===== config.mk =====
export PLATFORM = sky130hd
export DESIGN_NAME = mem_access_arbiter
export DESIGN_NICKNAME = d
export VERILOG_FILES = /design/src/rtl/mem_arb_pkg.sv /design/src/rtl/mem_arb_select.sv /design/src/rtl/mem_access_arbiter.sv
export SDC_FILE = /design/constraint.sdc
export NUM_CORES = 1
export LEC_CHECK = 0
export CAP_MARGIN = 20
export CORE_MARGIN = 4
export CORE_UTILIZATION = 38
export CTS_CLUSTER_SIZE = 28
export DETAILED_ROUTE_END_ITERATION = 7
export PLACE_DENSITY = 0.87
export SYNTH_ARGS = -nofsm -noshare
export SYNTH_HDL_FRONTEND = slang
export SYNTH_HIERARCHICAL = 1
export SYNTH_SLANG_ARGS = --single-unit

===== constraint.sdc =====
create_clock -name clk -period 2.2 [get_ports clk]
set_input_delay 0.33 -clock clk [delete_from_list [all_inputs] [get_ports clk]]
set_output_delay 0.33 -clock clk [all_outputs]
set_load 0.01 [all_outputs]

===== src/rtl/mem_arb_pkg.sv =====
// Shared encodings for the unified memory-port arbiter: FSM states and grant owner.
package mem_arb_pkg;

    localparam logic [1:0] ST_IDLE   = 2'd0;
    localparam logic [1:0] ST_ACCESS = 2'd1;
    localparam logic [1:0] ST_RESP   = 2'd2;

    typedef enum logic [1:0] {
        OWN_NONE = 2'd0,
        OWN_IF   = 2'd1,
        OWN_LS   = 2'd2
    } owner_e;

endpackage


===== src/rtl/mem_arb_select.sv =====
// Combinational owner pick: load/store wins ties unless instruction fetch has waited
// through a full streak of load/store grants. Also produces the next streak value.
module mem_arb_select
    import mem_arb_pkg::*;
#(
    parameter int MAX_LS_STREAK = 4,
    parameter int STREAK_W      = $clog2(MAX_LS_STREAK + 1)
) (
    input  logic                i_if_req,
    input  logic                i_ls_req,
    input  logic [STREAK_W-1:0] i_streak,
    output owner_e              o_owner,
    output logic [STREAK_W-1:0] o_streak_next
);

    logic w_streak_full;

    assign w_streak_full = (i_streak == STREAK_W'(MAX_LS_STREAK));

    always_comb begin
        o_owner       = OWN_NONE;
        o_streak_next = i_streak;
        if (i_ls_req && !(i_if_req && w_streak_full)) begin
            o_owner = OWN_LS;
            // The streak only counts LS grants that actually made a fetch wait.
            if (i_if_req) begin
                o_streak_next = w_streak_full ? i_streak : i_streak + STREAK_W'(1);
            end else begin
                o_streak_next = '0;
            end
        end else if (i_if_req) begin
            o_owner       = OWN_IF;
            o_streak_next = '0;
        end
    end

endmodule


===== src/rtl/mem_access_arbiter.sv =====
// Shares one unified memory port between instruction fetch and load/store using an
// IDLE -> ACCESS -> RESP handshake with registered address/data toward memory.
module mem_access_arbiter
    import mem_arb_pkg::*;
#(
    parameter int DATA_WIDTH    = 32,
    parameter int ACCESS_CYCLES = 1,
    parameter int MAX_LS_STREAK = 4
) (
    input  logic                  clk,
    input  logic                  reset,
    input  logic                  if_req_i,
    input  logic [DATA_WIDTH-1:0] if_addr_i,
    output logic                  if_ack_o,
    output logic [DATA_WIDTH-1:0] if_rdata_o,
    input  logic                  ls_req_i,
    input  logic                  ls_we_i,
    input  logic [DATA_WIDTH-1:0] ls_addr_i,
    input  logic [DATA_WIDTH-1:0] ls_wdata_i,
    output logic                  ls_ack_o,
    output logic [DATA_WIDTH-1:0] ls_rdata_o,
    output logic                  mem_we_o,
    output logic [DATA_WIDTH-1:0] mem_addr_o,
    output logic [DATA_WIDTH-1:0] mem_wdata_o,
    input  logic [DATA_WIDTH-1:0] mem_rdata_i
);

    localparam int               CNT_W    = $clog2(ACCESS_CYCLES) + 1;
    localparam int               STREAK_W = $clog2(MAX_LS_STREAK + 1);
    localparam logic [CNT_W-1:0] CNT_LOAD = CNT_W'(ACCESS_CYCLES - 1);

    logic [1:0]            r_state;
    owner_e                r_owner;
    logic [CNT_W-1:0]      r_cnt;
    logic [STREAK_W-1:0]   r_streak;
    logic                  r_we;
    logic [DATA_WIDTH-1:0] r_mem_addr;
    logic [DATA_WIDTH-1:0] r_mem_wdata;
    logic [DATA_WIDTH-1:0] r_if_rdata;
    logic [DATA_WIDTH-1:0] r_ls_rdata;
    logic                  r_if_ack;
    logic                  r_ls_ack;

    owner_e                w_owner_sel;
    logic [STREAK_W-1:0]   w_streak_next;
    logic                  w_last;
    logic                  w_store;

    mem_arb_select #(
        .MAX_LS_STREAK (MAX_LS_STREAK),
        .STREAK_W      (STREAK_W)
    ) u_select (
        .i_if_req      (if_req_i),
        .i_ls_req      (ls_req_i),
        .i_streak      (r_streak),
        .o_owner       (w_owner_sel),
        .o_streak_next (w_streak_next)
    );

    assign w_last  = (r_state == ST_ACCESS) && (r_cnt == '0);
    assign w_store = w_last && (r_owner == OWN_LS) && r_we;

    // Gated by reset so a store caught in its final cycle by reset never reaches memory.
    assign mem_we_o    = w_store && !reset;
    assign mem_addr_o  = r_mem_addr;
    assign mem_wdata_o = r_mem_wdata;
    assign if_ack_o    = r_if_ack;
    assign if_rdata_o  = r_if_rdata;
    assign ls_ack_o    = r_ls_ack;
    assign ls_rdata_o  = r_ls_rdata;

    always_ff @(posedge clk) begin
        if (reset) begin
            r_state     <= ST_IDLE;
            r_owner     <= OWN_NONE;
            r_cnt       <= '0;
            r_streak    <= '0;
            r_we        <= 1'b0;
            r_mem_addr  <= '0;
            r_mem_wdata <= '0;
            r_if_rdata  <= '0;
            r_ls_rdata  <= '0;
            r_if_ack    <= 1'b0;
            r_ls_ack    <= 1'b0;
        end else begin
            r_if_ack <= 1'b0;
            r_ls_ack <= 1'b0;
            case (r_state)
                ST_IDLE: begin
                    if (w_owner_sel != OWN_NONE) begin
                        r_owner  <= w_owner_sel;
                        r_streak <= w_streak_next;
                        r_cnt    <= CNT_LOAD;
                        r_state  <= ST_ACCESS;
                        if (w_owner_sel == OWN_LS) begin
                            r_mem_addr  <= ls_addr_i;
                            r_mem_wdata <= ls_wdata_i;
                            r_we        <= ls_we_i;
                        end else begin
                            r_mem_addr <= if_addr_i;
                            r_we       <= 1'b0;
                        end
                    end
                end
                ST_ACCESS: begin
                    if (r_cnt != '0) begin
                        r_cnt <= r_cnt - 1'b1;
                    end else begin
                        // Read data is valid in the last held cycle; stores keep the old load data.
                        if (r_owner == OWN_LS) begin
                            if (!r_we) begin
                                r_ls_rdata <= mem_rdata_i;
                            end
                            r_ls_ack <= 1'b1;
                        end else begin
                            r_if_rdata <= mem_rdata_i;
                            r_if_ack   <= 1'b1;
                        end
                        r_state <= ST_RESP;
                    end
                end
                ST_RESP: begin
                    r_owner <= OWN_NONE;
                    r_state <= ST_IDLE;
                end
                default: begin
                    r_owner <= OWN_NONE;
                    r_state <= ST_IDLE;
                end
            endcase
        end
    end

endmodule


-- After elaboration in Yosys (flattened, before gate mapping)
Index checks and enable logic that the tools add are counted.
- latch bits: 0
- register bits: 139
- input bits: 133
- memories kept: 0
- memory bits (read-only): 0
- logic and storage cells: 63
- RAM bits: 0
- add/subtract/negate cells: 2
- reductions and logical operators: 21
- muxes and demuxes: 18
- $lt $le $gt $ge: 0
- equality and inequality tests: 7
- $mul: 0
- div/mod/pow operators: 0
- shifts and indexed selects: 0
- bitwise gates (word level): 4
- operators with widths (kind ; number):
    2-to-1 mux 32 bit ; 1
    2-to-1 mux 3 bit ; 4
    2-to-1 mux 2 bit ; 4
    case mux 2 bit (2 select lines) ; 2
    AND reduction 2 bit ; 4
    AND reduction 4 bit ; 2
    logical AND 1 bit ; 6
    2-to-1 mux 1 bit ; 6
    AND reduction 3 bit ; 2
    nonzero test 2 bit ; 3
    equality test 2 bit, second input constant ; 2
    inequality test 2 bit, second input constant ; 2
    inverter 1 bit ; 4
    adder 3 x 1 -> 3 bit, second input constant ; 1
    equality test 3 bit, second input constant ; 1
    inequality test 3 bit, second input constant ; 1
    OR reduction 3 bit ; 1
    equality test 2 x 1 -> 1 bit, second input constant ; 1
    logical NOT 1 bit ; 2
    logical NOT 2 bit ; 1
    case mux 1 bit (2 select lines) ; 1
    subtractor 1 bit, second input constant ; 1

-- Logic depth before layout (Yosys ltp)
Gate-level depths: netlist of the first run.
- depth in word-level cells: 8
- mapped depth: 9

-- Hierarchy
Netlist of the first run, hierarchy kept.
- by module, submodules not included (module ; times used ; area each (sq um) ; cells each ; sequential area each (sq um)):
    mem_access_arbiter ; 1 ; 5607.9 ; 654 ; 2762.6
    mem_arb_select ; 1 ; 120.1 ; 20 ; 0.0

-- Worst setup path before layout of the first run
No wires, ideal clock.
- path kind: register to register
- start point: register r_streak[0]
- end point: register r_mem_addr[24] (netlist: mem_addr_o[24])
- cell stages (with the launch flop): 10
- slack: 0.131 ns
- period minus slack after synthesis: 2.069 ns
- data arrival time: 1.978 ns
- cells stage by stage: dfxtp_1 inv_1 ha_1 nand2_1 a21boi_0 or2_2 buf_2 buf_2 a21oi_1 a311oi_1
- cells in the longest elaborated chain, start to end: 7
- ends and longest elaborated chain (element ; line ; RTL):
    start: declaration ; mem_access_arbiter.sv:35 ; logic [STREAK_W-1:0] r_streak;
    start signal: assignment ; mem_access_arbiter.sv:92 ; r_streak <= w_streak_next;
    equality test 3 bit (*) ; mem_arb_select.sv:18 ; assign w_streak_full = (i_streak == STREAK_W'(MAX_LS_STREAK));
    logical AND 1 bit (*) ; mem_arb_select.sv:23 ; if (i_ls_req && !(i_if_req && w_streak_full)) begin
    logical NOT 1 bit (*) ; mem_arb_select.sv:23 ;
    logical AND 1 bit (*) ; mem_arb_select.sv:23 ;
    2-to-1 mux 2 bit (*) ; mem_arb_select.sv:23 ;
    named net w_owner_sel[0] ; mem_access_arbiter.sv:44 ; owner_e w_owner_sel;
    equality test 2 bit / nonzero test 2 bit (equally long branches) ; mem_access_arbiter.sv:95, mem_access_arbiter.sv:90 ;
    2-to-1 mux 32 bit / AND reduction 2 bit (equally long branches) ; -- ;
    end signal: assignment ; mem_access_arbiter.sv:96 ; r_mem_addr <= ls_addr_i;
    end signal: assignment ; mem_access_arbiter.sv:100 ; r_mem_addr <= if_addr_i;
    end: declaration ; mem_access_arbiter.sv:37 ; logic [DATA_WIDTH-1:0] r_mem_addr;
The timed path passes the listed nets; every way through them passes the cells marked *.
A chain may end at the register's enable or synchronous reset.

-- Worst setup path in the final report of the first run
- start point: register r_streak[1]
- end point: register r_mem_wdata[15] (netlist: mem_wdata_o[15])
- cells in the longest elaborated chain, start to end: 7
- ends and longest elaborated chain (element ; line ; RTL):
    equality test 3 bit (*) ; mem_arb_select.sv:18 ;
    logical AND 1 bit (*) ; mem_arb_select.sv:23 ;
    logical NOT 1 bit (*) ; mem_arb_select.sv:23 ;
    logical AND 1 bit (*) ; mem_arb_select.sv:23 ;
    2-to-1 mux 2 bit (*) ; mem_arb_select.sv:23 ;
    named net w_owner_sel[0] ; mem_access_arbiter.sv:44 ;
    equality test 2 bit / nonzero test 2 bit (equally long branches) ; mem_access_arbiter.sv:95, mem_access_arbiter.sv:90 ;
    AND reduction 3 bit (no line) (*) ; -- ;
    end signal: assignment ; mem_access_arbiter.sv:97 ; r_mem_wdata <= ls_wdata_i;
    end: declaration ; mem_access_arbiter.sv:38 ; logic [DATA_WIDTH-1:0] r_mem_wdata;
Marks and branches as above.

==> results of run 1 <==
==> state kept, by name, indices dropped and copies added (netlist names) <==
signal / count
r_we: 1
ls_ack_o: 1
mem_wdata_o: 32
ls_rdata_o: 32
r_owner: 2
if_ack_o: 1
r_state: 2
if_rdata_o: 32
r_streak: 3
mem_addr_o: 32
==> critical path, delay by kind of cell (launching register included) <==
kind,cells,cell delay [ps]
AOI/OAI and AO/OA,2,160
DFF,1,380
adders and majority gates,1,210
buffers and inverters,3,430
and+or+nand+nor,3,710
==> how the worst max path moves through the flow <==
stage / startpoint / endpoint / slack (ps) / cells after the start
after floorplan: r_streak[0]$_SDFFE_PP0P_ / mem_addr_o[24]$_SDFFE_PP0P_ / 130 / 9
after global placement: if_req_i / mem_wdata_o[30]$_SDFFE_PP0P_ / 70 / 7
after detailed placement: if_req_i / mem_wdata_o[7]$_SDFFE_PP0P_ / 40 / 7
after CTS: r_streak[1]$_SDFFE_PP0P_ / mem_wdata_o[7]$_SDFFE_PP0P_ / 160 / 9
after global routing: r_streak[1]$_SDFFE_PP0P_ / mem_wdata_o[14]$_SDFFE_PP0P_ / 60 / 9
final: r_streak[1]$_SDFFE_PP0P_ / mem_wdata_o[15]$_SDFFE_PP0P_ / 160 / 9
==> area by class of cell <==
cell class	instances	area share, %
tap	184	2.51
timing repair buffer	285	31.5
sequential	138	30.1
clock buffer	23	5.42
inverter	5	0.204
clock inverter	9	1.49
multi-input combinational	469	28.8
==> power by group <==
part | switching (uW) | internal, uW | total, uW
Sequential | 81.5 | 2660 | 2740
Combinational | 556 | 676 | 1230
Clock | 1050 | 1940 | 2990
Total | 1680 | 5270 | 6960
==> cell usage in the layout, fill, tap and decap left out, types with 3 or more instances in the layout <==
master           count
clkdlybuf4s50_1    261
dfxtp_1            138
nand2_1            133
a21oi_1            101
nand2b_1            68
o21ai_0             37
nand3_1             36
mux2i_1             32
a311oi_1            32
clkbuf_16           17
buf_4               15
buf_12               8
inv_1                5
clkbuf_8             5
nor2b_2              3
nor2_1               3
nor3_1               3
clkinv_4             3
bufinv_16            3
==> cells by family after synthesis <==
logic type | count (synthesis)
simple gates | 261
compound gates | 174
flops | 138
buf+inv | 67
mux | 32
fa+ha+maj | 2
==> repair_timing <==
item                       4_1_cts  5_1_grt
setup endpoints to repair        1        0
gates resized for setup          2        0
hold buffers                     0        0
==> layer usage <==
metal  track usage (%)  wire length, microns
met5                 0                     0
met4              6.90                   310
met3              7.48                  1460
met2              32.0                  8290
met1              21.9                  6920
==> per-stage QoR <==
step / total power, uW / hold WS, ps
6_report: 6960 / 131
3_5_place_dp: 4030 / 446
5_1_grt: 7250 / 112
4_1_cts: 7040 / 108
2_1_floorplan: 3330 / 466
3_3_place_gp: 4010 / 440
==> summary.md, run 1 <==
| Metric | Value |
|---|---|
| Unrepaired setup endpoints after global routing | false |
| Compound-Gate Fraction of Synth Area | 17.4% |
| Register area share after synthesis | 48.2% |
| Placed Cells | 1081 |
| Slew HR | 50.7% |
| Post-synthesis adder-cell area fraction | 0.437% |
| RR Endpoint | mem_wdata_o[15]$_SDFFE_PP0P_ |
| Worst skew pair latency | 400 ps |
| IR drop worst, VDD | 0.485 mV |
| Drt first pass iters | 4 |
| Flops & latches, synth | 138 |
| Syn Inst Count | 674 |
| Syn Area/Cell | 8.50 sq um |
| FFs w/ async S/R, synth | 0% |
| Share of layout cells above drive strength 1 | 7.10% |
| Net Count, Synth | 809 |
| Hold crit path type | primary input to register |
| Crit Path Max Fanout | 32 |
| Core Rows | 44 |
| Fin. Hold Viols | 0 |
| Ports | 264 |
| Hold path start | reset |
| Initial core utilization | 39.1% |
| Number of synthesized flops with an enable pin | 0 |
| WL final | 17000 microns |
| Post-route ant nets | 0 |
| Final #Nets | 1051 |
| Ant diodes | 0 |
| Largest family of logic cells by synthesized area | simple AND/OR/NAND/NOR gates |
| Area leader, netlist | dfxtp_1 |
| Die W | 131 microns |
| Maximum clock frequency | 0.490 GHz |
| CTS sink count | 138 |
| Top cell type's share of synthesized area | 48.2% |
| Crit path launch type | register |
| Vias | 5568 |
| DP HPWL | 11900 microns |
| WL/cell | 15.3 microns |
| Placed Area | 8540 sq um |
| Clock buffer count from CTS | 17 |
| Number of port buffers | 263 |
| Die span in y | 131 microns |
| Static leakage | 0.00329 uW |
| Core area | 14600 sq um |
| Place WS | 42.7 ps |
| First-pass GRT wire length | 25800 microns |
| Gr usage total | 19.0% |
| CTS clock-pin slew for the worst setup and hold paths | 60 ps |
| Synth area leaders | dfxtp_1 (48%), a21oi_1 (8.8%), nand2_1 (8.7%) |
| Aggregate global routing overflow | 0 |
| Largest net degree at the start of global routing | 169 |
| R2r setup slk | 160 ps |
| Crit share post-route | 92.9% |
| Worst r2r src | r_streak[1]$_SDFFE_PP0P_ |
| Sum Neg Setup Slack | 0 ps |
| Max incr delay on CP | 530 ps |
| Initial antenna violation count | 0 |
| Final setup violation count | 0 |
| Synth unique cells | 33 |
| Setup Fix Bufs, Post-CTS | 0 |
| Layout fillers | 1227 |
| Reg2reg path depth | 9 |
| Clk_skew | 7.63 ps |
| Main synth FF type | dfxtp_1 |
| Final Non-Filler Cells | 1113 |
| Pwr dens | 758 nW/um^2 |
| Max-slew violations | 0 |
| Worst Path Arrival | 2290 ps |
| Clock Path Buffers | 2 |
| Placer Congestion | 0.774 |
| Finished Core Util | 62.7% |
| Synth cell count leaders | dfxtp_1 (138), nand2_1 (133), a21oi_1 (101) |
| Setup crit end kind | register |
| Most common cell in the netlist | dfxtp_1 |
| Synth Warn # | 6 |
| Max Cap Viol | 0 |
| Tmin final | 2040 ps |
| Area Overhead vs Synth | 60.3% |
| DR vias/cell | 5.00 |
| Hold endpoint | r_state[1]$_SDFFE_PP0P_ |
| CP dominant cell by count | nand2_1 |
| Finished Cell Area | 9180 sq um |
| Post-synthesis simple-gate area fraction | 22.4% |
| Slowest CP cell | or4b_1 |
| Drt drc | 0 |
| Htree depth | 4 |
| CTS tree | built |
| Die area | 17100 sq um |
| Least-Margin Pin Slew | 739 ps |
| Iter 0 DRT Violations | 266 |
| Cells on Worst Hold Path | 2 |
| Clk root buf | clkbuf_16 |
| WS Path Type | register to register |
| Mapped cell area | 5730 sq um |
| Multiplexer share of the synthesized area | 5.59% |
| Crit path required time | 2450 ps |
| Vias in the first global route | 5292 |
| Reg area | 2760 sq um |
| Status | finished clean |
| Setup ws final | 157 ps |
| Worst-path cell chain | inv_1, ha_1, nand2_1, a21boi_0, buf_4, or4b_1, buf_12, nand2_1, a21oi_1 |
| XOR/XNOR share of the synthesized area | 0% |
| Multi-input logic area | 2640 sq um |
Power figures use the tool's default switching activity.
==> run 2, diff against run 1 <==
--- a/config.mk
+++ b/config.mk
@@ -10,6 +10,7 @@
 export CORE_UTILIZATION = 38
 export CTS_CLUSTER_SIZE = 28
 export DETAILED_ROUTE_END_ITERATION = 7
+export MAX_ROUTING_LAYER = met4
 export PLACE_DENSITY = 0.87
 export SYNTH_ARGS = -nofsm -noshare
 export SYNTH_HDL_FRONTEND = slang
==> run 2 against run 1 <==
Fmax is 0.35% higher. Flip-flop and latch count stayed put. Final cell count stayed put. Count of clock-buffer cells in the layout stayed put. Via count is 0.50% higher. Total power is 0.13% higher. Sequential power hardly changed. Largest cell class unchanged. Sequential share of layout area stayed put. First-iteration DRC count is 0.38% lower. Register-to-register slack hardly changed.
==> summary.md, run 2 (synthesis results as in run 1) <==
| Metric | Value |
|---|---|
| Status | finished clean |
| Share of layout cells above drive strength 1 | 7.10% |
| Crit path launch type | register |
| Least-Margin Pin Slew | 662 ps |
| DP HPWL | 11900 microns |
| Slowest CP cell | or4b_1 |
| Die W | 131 microns |
| WL final | 17000 microns |
| Max-slew violations | 0 |
| Sequential share of power | 39.3% |
| Slew HR | 55.9% |
| Setup Fix Bufs, Post-CTS | 0 |
| Tmin final | 2040 ps |
| Ant diodes | 0 |
| Core Rows | 44 |
| Gr usage total | 19.5% |
| Crit share post-route | 92.5% |
| Vias | 5596 |
| Fin. Hold Viols | 0 |
| Aggregate global routing overflow | 0 |
| Iter 0 DRT Violations | 265 |
| Clock buffer count from CTS | 17 |
| Sum Neg Setup Slack | 0 ps |
| Core area | 14600 sq um |
| Area Overhead vs Synth | 60.3% |
| Crit path required time | 2460 ps |
| Design Power | 6970 uW |
| Layout fillers | 1227 |
| Worst r2r src | r_streak[1]$_SDFFE_PP0P_ |
| CP Buf/Inv Count | 3 |
| Unrepaired setup endpoints after global routing | false |
| Commonest non-fill, non-tap cell in the layout | clkdlybuf4s50_1 |
| Sw Ratio | 24.3% |
| Hold path start | reset |
| Maximum clock frequency | 0.491 GHz |
| Clk root buf | clkbuf_16 |
| Clk_skew | 7.76 ps |
| DR vias/cell | 5.03 |
| Commonest cells after routing, fill and taps aside | clkdlybuf4s50_1 (261), dfxtp_1 (138), nand2_1 (133), a21oi_1 (101), nand2b_1 (68) |
| Clock Path Buffers | 2 |
| Post-route ant nets | 0 |
| Die area | 17100 sq um |
| Clock power frac | 43.0% |
| CTS clock-pin slew for the worst setup and hold paths | 60 ps |
| First-pass GRT wire length | 25700 microns |
| Vias in the first global route | 5310 |
| Combinational share of power | 17.7% |
| Placer Congestion | 0.785 |
| Htree depth | 4 |
| Pwr dens | 759 nW/um^2 |
| Number of port buffers | 263 |
| Max Cap Viol | 0 |
| Max incr delay on CP | 530 ps |
| Crit Path Max Fanout | 32 |
| Largest net degree at the start of global routing | 169 |
| Sw power | 1690 uW |
| Ports | 264 |
| Drt first pass iters | 5 |
| Internal | 5270 uW |
| Drt drc | 0 |
| Setup crit end kind | register |
| Hold crit path type | primary input to register |
| Final setup violation count | 0 |
| Worst skew pair latency | 410 ps |
| Worst-path cell chain | inv_1, ha_1, nand2_1, a21boi_0, buf_4, or4b_1, buf_12, nand2_1, a21oi_1 |
| Static leakage | 0.00329 uW |
| Final #Nets | 1051 |
| Worst Path Arrival | 2290 ps |
| Initial core utilization | 39.1% |
| IR drop worst, VDD | 0.491 mV |
| CTS sink count | 138 |
| Die span in y | 131 microns |
| CP delay by family, top | simple AND/OR/NAND/NOR gates |
| CTS tree | built |
| Crit path launch | r_streak[1]$_SDFFE_PP0P_ |
| CP dominant cell by count | nand2_1 |
| WS Path Type | register to register |
| Initial antenna violation count | 0 |
| WL/cell | 15.3 microns |
## run 2: cell counts in the layout (fill, tap and decap cells not counted)
No cell type changed its count.
## run 2: worst paths after layout
| path | depth (start not counted) | endpoint | slack [ps] |
|---|---|---|---|
| setup / recovery | 9 | mem_wdata_o[15]$_SDFFE_PP0P_ | 160 |
| hold / removal | 2 | r_state[1]$_SDFFE_PP0P_ | 130 |
| setup reg to reg | 9 | mem_wdata_o[15]$_SDFFE_PP0P_ | 160 |
| hold reg to reg | 2 | mem_wdata_o[28]$_SDFFE_PP0P_ | 450 |
## run 2: power by group through the flow
stage | registers [uW] | logic, uW | clock network [uW]
floorplan | 2850 | 479 | 0
global placement | 2790 | 1230 | 0
detailed placement | 2790 | 1240 | 0
CTS | 2740 | 1240 | 3060
global route | 2760 | 1330 | 3160
finish | 2740 | 1230 | 2990
## run 2: metal layers
metal / track usage [%] / up-vias / wire [microns]
met5: - / - / 0
met4: 6.90 / 0 / 299
met3: 6.18 / 24 / 1220
met2: 31.9 / 209 / 8290
met1: 22.7 / 2569 / 7230
li1: - / 2794 / -
## run 2: timing repair
| item | CTS | global route |
|---|---|---|
| endpoints found under the setup margin | 1 | 0 |
| hold endpoints to repair | 0 | 0 |
| resized for setup | 2 | 0 |
| hold buffers | 0 | 0 |
## run 2: cell type report
cell class	count	area (sq um)	area share, %
Clock buffer	23	498	5.42
Clock inverter	9	136	1.49
Inverter	5	18.8	0.204
Multi-Input combinational cell	469	2640	28.8
Sequential cell	138	2760	30.1
Tap cell	184	230	2.51
Timing Repair Buffer	285	2890	31.5
## run 2: metrics by stage
step	hold WS [ps]	worst slack (ps)	instances	util (%)	instance area, sq um
3_5_place_dp	446	42.7	1081	58.3	8540
4_1_cts	108	156	1113	62.7	9180
6_report	131	164	1113	62.7	9180
3_3_place_gp	440	73.6	1081	58.3	8540
5_1_grt	112	63.7	1113	62.7	9180
2_1_floorplan	466	131	674	-	5730
